===== src/rtl/flag_pkg.sv =====
// rtl/flag_pkg.sv - shared condition-code, NZCV and FSM types for flag_cond_unit
package flag_pkg;

    typedef enum logic [3:0] {
        COND_EQ = 4'b0000,
        COND_NE = 4'b0001,
        COND_HS = 4'b0010,
        COND_LO = 4'b0011,
        COND_MI = 4'b0100,
        COND_PL = 4'b0101,
        COND_VS = 4'b0110,
        COND_VC = 4'b0111,
        COND_HI = 4'b1000,
        COND_LS = 4'b1001,
        COND_GE = 4'b1010,
        COND_LT = 4'b1011,
        COND_GT = 4'b1100,
        COND_LE = 4'b1101,
        COND_AL = 4'b1110,
        COND_NV = 4'b1111
    } cond_e;

    typedef struct packed {
        logic n;
        logic z;
        logic c;
        logic v;
    } nzcv_t;

    localparam int IDX_N = 3;
    localparam int IDX_Z = 2;
    localparam int IDX_C = 1;
    localparam int IDX_V = 0;

    typedef enum logic {
        ST_IDLE = 1'b0,
        ST_WAIT = 1'b1
    } state_e;

endpackage


===== src/rtl/cond_eval.sv =====
// rtl/cond_eval.sv - combinational ARM condition-code evaluator
module cond_eval
    import flag_pkg::*;
(
    input  cond_e cond,
    input  nzcv_t flags,
    output logic  taken
);

    // Decode the condition field against the supplied NZCV; AL and NV are unconditional.
    always_comb begin
        taken = 1'b1;
        case (cond)
            COND_EQ: taken = flags.z;
            COND_NE: taken = !flags.z;
            COND_HS: taken = flags.c;
            COND_LO: taken = !flags.c;
            COND_MI: taken = flags.n;
            COND_PL: taken = !flags.n;
            COND_VS: taken = flags.v;
            COND_VC: taken = !flags.v;
            COND_HI: taken = flags.c && !flags.z;
            COND_LS: taken = !flags.c || flags.z;
            COND_GE: taken = (flags.n == flags.v);
            COND_LT: taken = (flags.n != flags.v);
            COND_GT: taken = !flags.z && (flags.n == flags.v);
            COND_LE: taken = flags.z || (flags.n != flags.v);
            default: taken = 1'b1;
        endcase
    end

endmodule


===== src/rtl/flag_cond_unit.sv =====
// rtl/flag_cond_unit.sv - NZCV register, pending tracker and B.cond query FSM (option: FLAG_FWD_EN)
module flag_cond_unit
    import flag_pkg::*;
#(
    parameter int MAX_PENDING = 3,
    parameter int CNT_W       = 2
) (
    input  logic       clk,
    input  logic       reset_n,
    input  logic       flag_issue,
    input  logic       flag_wr_en,
    input  logic       negative,
    input  logic       zero,
    input  logic       carry_flag,
    input  logic       overflow,
    input  logic       cond_valid,
    input  logic [3:0] cond_code,
    output logic       cond_ready,
    output logic       resp_valid,
    output logic       cond_taken,
    output logic [3:0] flags_out,
    output logic       pend_err
);

    state_e           state_q, state_d;
    logic [CNT_W-1:0] pending_q, pending_d;
    nzcv_t            nzcv_q, nzcv_d;
    cond_e            code_q, code_d;
    logic             pend_err_q, pend_err_d;
    logic             resp_valid_q, resp_valid_d;
    logic             cond_taken_q, cond_taken_d;

    logic [3:0]       alu_vec;
    nzcv_t            alu_nzcv;
    nzcv_t            fwd_nzcv;
    logic [CNT_W-1:0] eff;
    logic             eval_en;
    cond_e            eval_code;
    logic             eval_taken;

    // Pack the ALU flag outputs into NZCV order.
    always_comb begin
        alu_vec        = 4'b0000;
        alu_vec[IDX_N] = negative;
        alu_vec[IDX_Z] = zero;
        alu_vec[IDX_C] = carry_flag;
        alu_vec[IDX_V] = overflow;
        alu_nzcv       = nzcv_t'(alu_vec);
    end

    // Effective pending count and flags seen by a query; a flag_issue this cycle is younger and ignored.
    always_comb begin
`ifdef FLAG_FWD_EN
        fwd_nzcv = flag_wr_en ? alu_nzcv : nzcv_q;
        eff      = (flag_wr_en && (pending_q != '0)) ? pending_q - CNT_W'(1) : pending_q;
`else
        fwd_nzcv = nzcv_q;
        eff      = pending_q;
`endif
    end

    // Architectural flag register and pending counter with sticky over/underflow error.
    always_comb begin
        nzcv_d     = flag_wr_en ? alu_nzcv : nzcv_q;
        pending_d  = pending_q;
        pend_err_d = pend_err_q;
        if (flag_issue && !flag_wr_en) begin
            if (pending_q == CNT_W'(MAX_PENDING)) begin
                pend_err_d = 1'b1;
            end else begin
                pending_d = pending_q + CNT_W'(1);
            end
        end else if (flag_wr_en && !flag_issue) begin
            if (pending_q == '0) begin
                pend_err_d = 1'b1;
            end else begin
                pending_d = pending_q - CNT_W'(1);
            end
        end
    end

    // Query FSM: answer immediately when no older flag writer is outstanding, else park in WAIT.
    always_comb begin
        state_d   = state_q;
        code_d    = code_q;
        eval_en   = 1'b0;
        eval_code = code_q;
        case (state_q)
            ST_IDLE: begin
                if (cond_valid) begin
                    if (eff == '0) begin
                        eval_en   = 1'b1;
                        eval_code = cond_e'(cond_code);
                    end else begin
                        code_d  = cond_e'(cond_code);
                        state_d = ST_WAIT;
                    end
                end
            end
            ST_WAIT: begin
                if (eff == '0) begin
                    eval_en   = 1'b1;
                    eval_code = code_q;
                    state_d   = ST_IDLE;
                end
            end
            default: state_d = ST_IDLE;
        endcase
        resp_valid_d = eval_en;
        cond_taken_d = eval_en ? eval_taken : cond_taken_q;
    end

    cond_eval u_cond_eval (
        .cond  (eval_code),
        .flags (fwd_nzcv),
        .taken (eval_taken)
    );

    // State registers; reset drops any parked query.
    always_ff @(posedge clk or negedge reset_n) begin
        if (!reset_n) begin
            state_q      <= ST_IDLE;
            pending_q    <= '0;
            nzcv_q       <= '0;
            code_q       <= COND_EQ;
            pend_err_q   <= 1'b0;
            resp_valid_q <= 1'b0;
            cond_taken_q <= 1'b0;
        end else begin
            state_q      <= state_d;
            pending_q    <= pending_d;
            nzcv_q       <= nzcv_d;
            code_q       <= code_d;
            pend_err_q   <= pend_err_d;
            resp_valid_q <= resp_valid_d;
            cond_taken_q <= cond_taken_d;
        end
    end

    assign cond_ready = (state_q == ST_IDLE);
    assign resp_valid = resp_valid_q;
    assign cond_taken = cond_taken_q;
    assign flags_out  = nzcv_q;
    assign pend_err   = pend_err_q;

endmodule


===== config.mk =====
export PLATFORM = sky130hd
export DESIGN_NAME = flag_cond_unit
export DESIGN_NICKNAME = d
export VERILOG_FILES = /design/src/rtl/flag_pkg.sv /design/src/rtl/cond_eval.sv /design/src/rtl/flag_cond_unit.sv
export SDC_FILE = /design/constraint.sdc
export NUM_CORES = 1
export LEC_CHECK = 0
export CAP_MARGIN = 20
export CORE_MARGIN = 2
export CORE_UTILIZATION = 47
export DETAILED_ROUTE_END_ITERATION = 8
export PLACE_DENSITY = 0.82
export SYNTH_ARGS = -nofsm -noshare
export SYNTH_HDL_FRONTEND = slang
export SYNTH_SLANG_ARGS = --single-unit

===== constraint.sdc =====
create_clock -name clk -period 3.2 [get_ports clk]
set_clock_uncertainty 0.15 [all_clocks]
set_input_delay 0.64 -clock clk [delete_from_list [all_inputs] [get_ports clk]]
set_output_delay 0.64 -clock clk [all_outputs]
set_load 0.01 [all_outputs]

==> results of run 1 <==
==> logic make-up (layout without fill, tap and decap cells) <==
| logic type | Yosys count | in the layout | synth area share |
|---|---|---|---|
| AND/OR/NAND/NOR | 27 | 27 | 0.185 |
| AO/OA/AOI/OAI | 14 | 14 | 0.111 |
| multiplexers | 14 | 14 | 0.188 |
| flip-flops | 14 | 14 | 0.415 |
| buffers and inverters | 6 | 29 | 0.0444 |
| XOR/XNOR | 4 | 4 | 0.0415 |
| adder cells (fa/ha/maj) | 1 | 1 | 0.0148 |
==> per-layer routing <==
layer  routed length [um]  global-route usage  up-vias
met3                   66              0.0235        7
met5                    0                   0        -
met2                  753               0.269       19
li1                     -                   -      331
met1                  748               0.228      323
met4                   74               0.171        0
==> synth_stat cells, types with 2 or more instances <==
cell type	count	share of area
dfrtp_1	14	0.41
nor3_1	2	0.012
or3_1	2	0.015
inv_1	4	0.018
nand2_1	8	0.036
mux2i_1	5	0.059
nor3b_1	2	0.018
nor2_1	5	0.022
mux2_4	2	0.036
o21ai_0	7	0.041
a21oi_1	2	0.012
nand3_1	2	0.012
buf_6	2	0.027
mux2_2	7	0.093
xnor2_1	3	0.031
==> worst max-delay path, stage by stage <==
cell and delay (ns):
clkdlybuf4s50_1 0.49, nor4b_4 0.29, mux2i_1 0.27, mux2_4 0.32
or3_1 0.31, o2111a_1 0.14, o32a_1 0.31
==> state kept, by name, summed over array words and instances, names as in the netlist <==
signal      cells
flags_out       4
resp_valid      1
pend_err        1
code_q          4
eff             2
cond_taken      1
state_q         1
==> placed cells by master, fill, tap and decap left out, types with 2 or more instances in the layout <==
| master | n |
|---|---|
| clkdlybuf4s50_1 | 20 |
| dfrtp_1 | 14 |
| nand2_1 | 8 |
| mux2_2 | 7 |
| o21ai_0 | 7 |
| nor2_1 | 5 |
| mux2i_1 | 5 |
| inv_1 | 4 |
| xnor2_1 | 3 |
| clkbuf_4 | 3 |
| nor3_1 | 2 |
| nor3b_1 | 2 |
| nand3_1 | 2 |
| a21oi_1 | 2 |
| mux2_4 | 2 |
| or3_1 | 2 |
==> power by group through the flow <==
stage	Sequential (mW)	Clock, mW	Combinational (mW)
3_5_place_dp	0.318	0	0.385
2_1_floorplan	0.297	0	0.299
6_report	0.314	0.131	0.383
3_3_place_gp	0.311	0	0.377
5_1_grt	0.328	0.140	0.423
4_1_cts	0.315	0.133	0.386
==> how the worst max path moves through the flow <==
stage / cells past startpoint / to / start
2_1_floorplan: 6 / cond_taken / cond_valid
3_3_place_gp: 7 / cond_taken / cond_valid
3_5_place_dp: 7 / cond_taken / cond_valid
4_1_cts: 7 / cond_taken / cond_valid
5_1_grt: 7 / cond_taken / cond_valid
6_report: 7 / cond_taken / cond_valid
==> area by class of cell <==
class                      instances  area, um2  share of cell area
clock buffer                       4       36.3              0.0331
multi-input combinational         60        457               0.416
sequential                        14        350               0.319
tap                               25       31.3              0.0285
timing repair buffer              21        208               0.189
inverter                           4       15.0              0.0137
==> impl_metrics.toml, run 1 <==
[outcome]
status = "complete, no violations"

[pwr]
peakVddDrop_uv = 409
cellPowerDensity_mw_per_mm2 = 754
power.share.clock = 0.158
power.internal_mw = 0.528
switching_share = 0.362
power_mw = 0.828
p_comb_frac = 0.463
p_switching_mw = 0.300
p_seq_frac = 0.379
p_leak_nw = 0.453

[synth]
synthCells = 80
synthArstFlopShare = 1.00
ys.flop_type = "dfrtp_1"
syn_area_um2 = 845
synth_edf_count = 0
synth_area_per_cell_um2 = 10.6
synth-seq-cells = 14
yosys.cell_types.count = 28
yosys_warnings = 0
yosysSeqAreaShare = 0.415
synth.net_count = 94

[clock_network]
clockBufferDepth = 2
clkSlewWorstSetupHoldPaths_ns = 0.09
post_cts_buffers = 0
ctsResizeCount = 0
cts.sinks = 14
clkLatencyLatePin_ns = 0.28
cts_root_buffer = "clkbuf_4"
cts_tree = "yes"
cts_hold_buffers = 0
cts-buffers-inserted = 3
htree_levels = 1

[die]
die_x_um = 46.4
core_mm2 = 0.00171
dieArea_mm2 = 0.00215
num_rows = 15
die_h_um = 46.4
ios = 21
start_util = 0.495

[timing]
setup_viol = 0
tns_ns = 0
fin_crit_ns = 2.75
whs_ns = 0.345
finalHoldViolations = 0
fmax_mhz = 364
worst_slack_ns = 0.452
maxSlewHeadroom = 0.570
fin_crit_sh = 0.859
slew_viol_final = 0
rsz0062_at_grt = "false"
worst_pin_slew_ns = 0.642

[worst_setup_path]
cp-start-kind = "input pin"
r2r-start = "eff[1]"
reg2reg_to = "cond_taken"
crit_path_max_fanout = 3
worst-r2r-setup-slack_ns = 0.71
end_kind = "flip-flop"
reg2reg_depth = 6
critPathRequiredTime_ns = 3.23
arrival_ns = 2.78
path_class = "in -> reg"

[place]
dp_hpwl_mm = 1.31
placed_cell_area_mm2 = 0.00106
port_buffers = 20
gp_congestion = 0.853
place_worst_setup_slack_ns = 0.131
dp_cells = 124

[global_route]
grt_max_degree = 15
gr-total-overflow = 0
grt_first_pass_wirelength_mm = 2.68
grt_pass1_vias = 640
antenna_found_initial = 0
grt_use_total = 0.184

[finish]
nFillCells = 146
num_antenna_cells = 0
fin_cells = 128
fin_nets = 118
drive_gt1_frac = 0.184
fin_util = 0.642
finish.instance_area_mm2 = 0.00110
area_delta_synth_final_pct = 29.9

[route]
vias_per_cell = 5.31
drc = 0
postRouteAntennaNets = 0
wl_mm = 1.64
wl_per_cell_um = 12.8
dr_total_vias = 680
drt_iter0_markers = 8
drtPass1Iterations = 4

[min_path]
min-delay-path-class = "reg -> reg"
min_from = "pend_err"
holdPathEnd = "pend_err"
holdPathStages = 1

[job]
drv_cap = 0
Power figures use the tool's default switching activity.
==> run 2, diff against run 1 <==
- ABC_AREA: default -> 1
- CORE_UTILIZATION: 47 -> 35
- PLACE_DENSITY: 0.82 -> 0.65
==> run 2 against run 1 <==
Against the previous run:
- hold slack worse by 0.0047 ns
- area after synthesis down 0.59%
- combinational power down 5.2%
- die area up 30%
- final cell count up 30%
- power down 9.2%
- worst setup slack better by 0.64 ns
- count of clock-buffer cells in the layout unchanged
- critical endpoint is now cond_ready
- largest cell class unchanged
==> impl_metrics.toml, run 2 <==
[synth]
synth_edf_count = 0
yosys.cell_types.count = 16
synthArstFlopShare = 1.00
synth_top_family_by_area = "simple AND/OR/NAND/NOR gates"
synthCells = 115
synthTopCellsByCount = "nand2_1 (31), inv_1 (16), dfrtp_1 (14), nand3_1 (14), nor2_1 (11)"
syn_area_um2 = 840
synth-seq-cells = 14
synthXorXnorAreaFrac = 0.0104
synth.net_count = 129
yosys_warnings = 0
synth-simple-area-share = 0.364
synth_top_area_share = 0.417
synth_compound_area_frac = 0.0864
synthAdderAreaFrac = 0.0149
synth.largest_area_cell = "dfrtp_1"
synth_mux_area_frac = 0.0268
ys.flop_type = "dfrtp_1"
synth_most_common_cell = "nand2_1"
yosysSeqAreaShare = 0.417
synthTopCellsByArea = "dfrtp_1 (42%), nand2_1 (14%), nand3_1 (8.3%), inv_1 (7.2%), nand2_2 (5.2%)"
synth_area_per_cell_um2 = 7.30

[timing]
setup_viol = 0
fmax_mhz = 474
slew_viol_final = 0
tns_ns = 0
fin_crit_ns = 2.11
worst_pin_slew_ns = 0.628
fin_crit_sh = 0.660
finalHoldViolations = 0
whs_ns = 0.340
maxSlewHeadroom = 0.580
rsz0062_at_grt = "false"

[worst_setup_path]
r2r-start = "eff[1]"
path_class = "reg -> out"
slowest_delay_ns = 0.53
crit_path_max_fanout = 3
reg2reg_to = "cond_taken"
cp-start-kind = "flip-flop"
crit_path_start = "state_q"
slowest_stage = "clkdlybuf4s50_1"
reg2reg_depth = 12
end_kind = "output pin"
path_cells = "inv_1 > clkdlybuf4s50_1"
crit_path_end = "cond_ready"
worst-r2r-setup-slack_ns = 1.48
critPathRequiredTime_ns = 2.41
arrival_ns = 1.32

[place]
placed_cell_area_mm2 = 0.00107
gp_congestion = 0.836
port_buffers = 20
dp_hpwl_mm = 1.33
dp_cells = 162

[clock_network]
cts_tree = "yes"
cts.sinks = 14
cts_hold_buffers = 0
clockBufferDepth = 2
htree_levels = 1
clkSlewWorstSetupHoldPaths_ns = 0.09
cts_root_buffer = "clkbuf_4"
clkLatencyLatePin_ns = 0.27
ctsResizeCount = 0
cts-buffers-inserted = 3
post_cts_buffers = 0

[finish]
finish.instance_area_mm2 = 0.00111
area_delta_synth_final_pct = 31.9
fin_cells = 166
layout_commonest_cell = "nand2_1"
fin_nets = 153
drive_gt1_frac = 0.123
nFillCells = 223
num_antenna_cells = 0
layout_common_cells = "nand2_1 (31), clkdlybuf4s50_1 (20), inv_1 (16)"
fin_util = 0.496

[die]
ios = 21
start_util = 0.376
dieArea_mm2 = 0.00281
num_rows = 17
die_x_um = 53.0
die_h_um = 53.0
core_mm2 = 0.00223

[global_route]
grt_use_total = 0.147
antenna_found_initial = 0
gr-total-overflow = 0
grt_max_degree = 15
grt_pass1_vias = 770
grt_first_pass_wirelength_mm = 3.06

[route]
drt_iter0_markers = 12
vias_per_cell = 4.75
dr_total_vias = 788
drtPass1Iterations = 4
wl_per_cell_um = 10.2
postRouteAntennaNets = 0
wl_mm = 1.70
drc = 0

[outcome]
status = "complete, no violations"

[pwr]
peakVddDrop_uv = 316
p_leak_nw = 0.556
cellPowerDensity_mw_per_mm2 = 679

[job]
drv_cap = 0

[min_path]
min-delay-path-class = "reg -> reg"
-- run 2: routing by layer --
layer	track usage	routed length, um	vias to the layer above	part of all wire
li1	-	-	408	-
met1	0.175	770	362	0.45
met2	0.256	828	18	0.49
met3	0.0339	96	0	0.057
met4	0.0513	0	0	0
met5	0	0	-	0
-- run 2: logic make-up after synthesis --
group	Yosys count
buffers and inverters	18
flip-flops	14
AO/OA/AOI/OAI	13
XOR/XNOR	1
AND/OR/NAND/NOR	66
multiplexers	2
adder cells (fa/ha/maj)	1
-- run 2: through the flow --
step | power, mW | setup WS (ns)
3_3_place_gp | 0.614 | 0.813
5_1_grt | 0.827 | 0.917
6_report | 0.752 | 1.09
4_1_cts | 0.755 | 1.08
3_5_place_dp | 0.625 | 0.795
2_1_floorplan | 0.520 | 1.42
-- run 2: where the power goes --
group / internal [mW] / leakage, nW / switching (mW)
Combinational: 0.151 / 0.366 / 0.213
Sequential: 0.225 / 0.169 / 0.0344
Clock: 0.0691 / 0.0210 / 0.0598
Total: 0.445 / 0.556 / 0.307
-- run 2: how the worst min path moves through the flow --
stage / slack (ns) / depth (start not counted) / to / start
2_1_floorplan: 0.19 / 0 / code_q[0] / reset_n
3_3_place_gp: 0.31 / 2 / pend_err / pend_err
3_5_place_dp: 0.32 / 2 / pend_err / pend_err
4_1_cts: 0.35 / 2 / pend_err / pend_err
5_1_grt: 0.40 / 2 / pend_err / pend_err
6_report: 0.34 / 2 / pend_err / pend_err
-- run 2: final cells by class --
cell class | instances | area, um2 | area share
multi-input cells | 83 | 422 | 0.381
clock buffers | 4 | 36.3 | 0.0328
inverters | 17 | 63.8 | 0.0576
well taps | 28 | 35.0 | 0.0316
repair buffers | 20 | 200 | 0.181
flip-flops and latches | 14 | 350 | 0.316
-- run 2: critical path, delay by kind of cell, from the launching register on --
kind	cells	cell delay (ns)
DFF	1	0.42
buffers and inverters	2	0.63
==> run 3, diff against run 2 <==
- PLACE_DENSITY: 0.65 -> 0.67
- clock period: 3.2 -> 1.8 ns (I/O delays scaled with it)
==> run 3 against run 2 <==
Against the previous run:
- first-iteration DRC count is 50% lower
- via count is 3.7% higher
- critical path type is now reg -> reg
- largest power group unchanged
- routed wire length is 8.5% higher
- non-clock buffer count is 10 higher
- critical path depth is 7 higher
==> impl_metrics.toml, run 3 (synthesis results as in run 2) <==
[pwr]
peakVddDrop_uv = 484
p_switching_mw = 0.599
switching_share = 0.417
power.share.clock = 0.123
p_leak_nw = 0.610
p_seq_frac = 0.328
cellPowerDensity_mw_per_mm2 = 1180
p_comb_frac = 0.549
power.internal_mw = 0.836
power_mw = 1.43

[timing]
finalHoldViolations = 0
fmax_mhz = 565
fin_crit_sh = 0.984
slew_viol_final = 0
maxSlewHeadroom = 0.834
worst_slack_ns = 0.0286
setup_viol = 0
worst_pin_slew_ns = 0.247
fin_crit_ns = 1.77
whs_ns = 0.235
rsz0062_at_grt = "true"

[finish]
finish.instance_area_mm2 = 0.00122
num_antenna_cells = 0
drive_gt1_frac = 0.238
layout_common_cells = "nand2_1 (28), clkdlybuf4s50_1 (18), inv_1 (15)"
area_delta_synth_final_pct = 44.9
layout_commonest_cell = "nand2_1"
fin_nets = 163
fin_util = 0.545
nFillCells = 234

[worst_setup_path]
crit_family = "simple AND/OR/NAND/NOR gates"
arrival_ns = 1.80
end_kind = "flip-flop"
critPathRequiredTime_ns = 1.83
slowest_stage = "dfrtp_2"
crit_path_max_fanout = 7
reg2reg_to = "cond_taken"
slowest_delay_ns = 0.43
r2r-start = "eff[0]"
path_class = "reg -> reg"
path_cells = "nor2_4 > buf_4 > inv_1 > a21oi_1 > nand2_1 > nor2_1 > nand3_2 > nor2_1 > nor2_1"
reg2reg_depth = 9
crit_buf_inv = 2
worst-r2r-setup-slack_ns = 0.03
worst-path-stages = 9
crit_top_cell = "nor2_1"
cp-start-kind = "flip-flop"

[route]
vias_per_cell = 4.67
drc = 0
wl_mm = 1.84
wl_per_cell_um = 10.5
postRouteAntennaNets = 0
dr_total_vias = 817
drt_iter0_markers = 6
drtPass1Iterations = 3

[die]
ios = 21
die_x_um = 53.0
core_mm2 = 0.00223
start_util = 0.376
die_h_um = 53.0
dieArea_mm2 = 0.00281
num_rows = 17

[place]
place_worst_setup_slack_ns = -0.320
port_buffers = 20
gp_congestion = 0.846
placed_cell_area_mm2 = 0.00112
dp_hpwl_mm = 1.41

[clock_network]
htree_levels = 1
cts.sinks = 14
cts_tree = "yes"
cts_hold_buffers = 0
clkLatencyLatePin_ns = 0.28
clockBufferDepth = 2
cts-buffers-inserted = 3
clkSlewWorstSetupHoldPaths_ns = 0.09
cts_root_buffer = "clkbuf_4"

[global_route]
antenna_found_initial = 0
grt_use_met2 = 0.263
grt.busiest_layer = "met2"
grt_max_degree = 15
met1_usage = 0.165
grt_use_total = 0.149
gr-total-overflow = 0
grt_first_pass_wirelength_mm = 3.04
gr-usage-met3 = 0.0395
grt_pass1_vias = 751

[job]
drv_cap = 0

[outcome]
status = "complete, no violations"

[min_path]
min-delay-path-class = "in -> async"
## run 3: repair_timing
item | in CTS | in global routing
resized for setup | 12 | 4
setup endpoints to repair | 2 | 1
pin swaps | 5 | 5
setup buffers | 1 | 3
## run 3: area by class of cell
cell class              count  area, um2  share of cell area
clock buffers               3       22.5              0.0185
flip-flops and latches     14        353               0.290
repair buffers             30        273               0.224
multi-input cells          83        469               0.386
inverters                  17       63.8              0.0525
well taps                  28       35.0              0.0288
## run 3: worst max-delay path by stage
stage                       startpoint            to  slack, ns
after global routing            eff[1]    cond_taken      -0.13
after detailed placement    cond_valid    cond_taken      -0.32
after global placement      cond_valid    cond_taken      -0.29
after CTS                 flags_out[3]  flags_out[3]       0.05
final                           eff[0]    cond_taken       0.03
after floorplan                 eff[1]    cond_taken       0.27
## run 3: power groups by stage
stage          registers, mW  clock network (mW)  logic [mW]
4_1_cts                0.473               0.184       0.740
2_1_floorplan          0.471                   0       0.453
5_1_grt                0.487               0.205       0.881
3_5_place_dp           0.471                   0       0.681
6_report               0.471               0.176       0.787
3_3_place_gp           0.468                   0       0.663
## run 3: per-stage QoR
| stage | TNS (ns) | std cells |
|---|---|---|
| after floorplan | 0 | 115 |
| after global placement | -0.297 | 168 |
| after detailed placement | -0.347 | 168 |
| after CTS | 0 | 172 |
| after global routing | -0.128 | 175 |
| final | 0 | 175 |
## run 3: worst reg2reg max path: stages, from the launching register on
cell	delay [ns]
dfrtp_2	0.43
nor2_4	0.23
buf_4	0.16
inv_1	0.04
a21oi_1	0.18
nand2_1	0.10
nor2_1	0.18
nand3_2	0.09
nor2_1	0.09
nor2_1	0.04
## run 3: metal layers
layer | vias to the layer above | routed length, um
met3 | 2 | 83
met2 | 19 | 935
met4 | 0 | 10
met5 | - | 0
met1 | 370 | 810
li1 | 426 | -
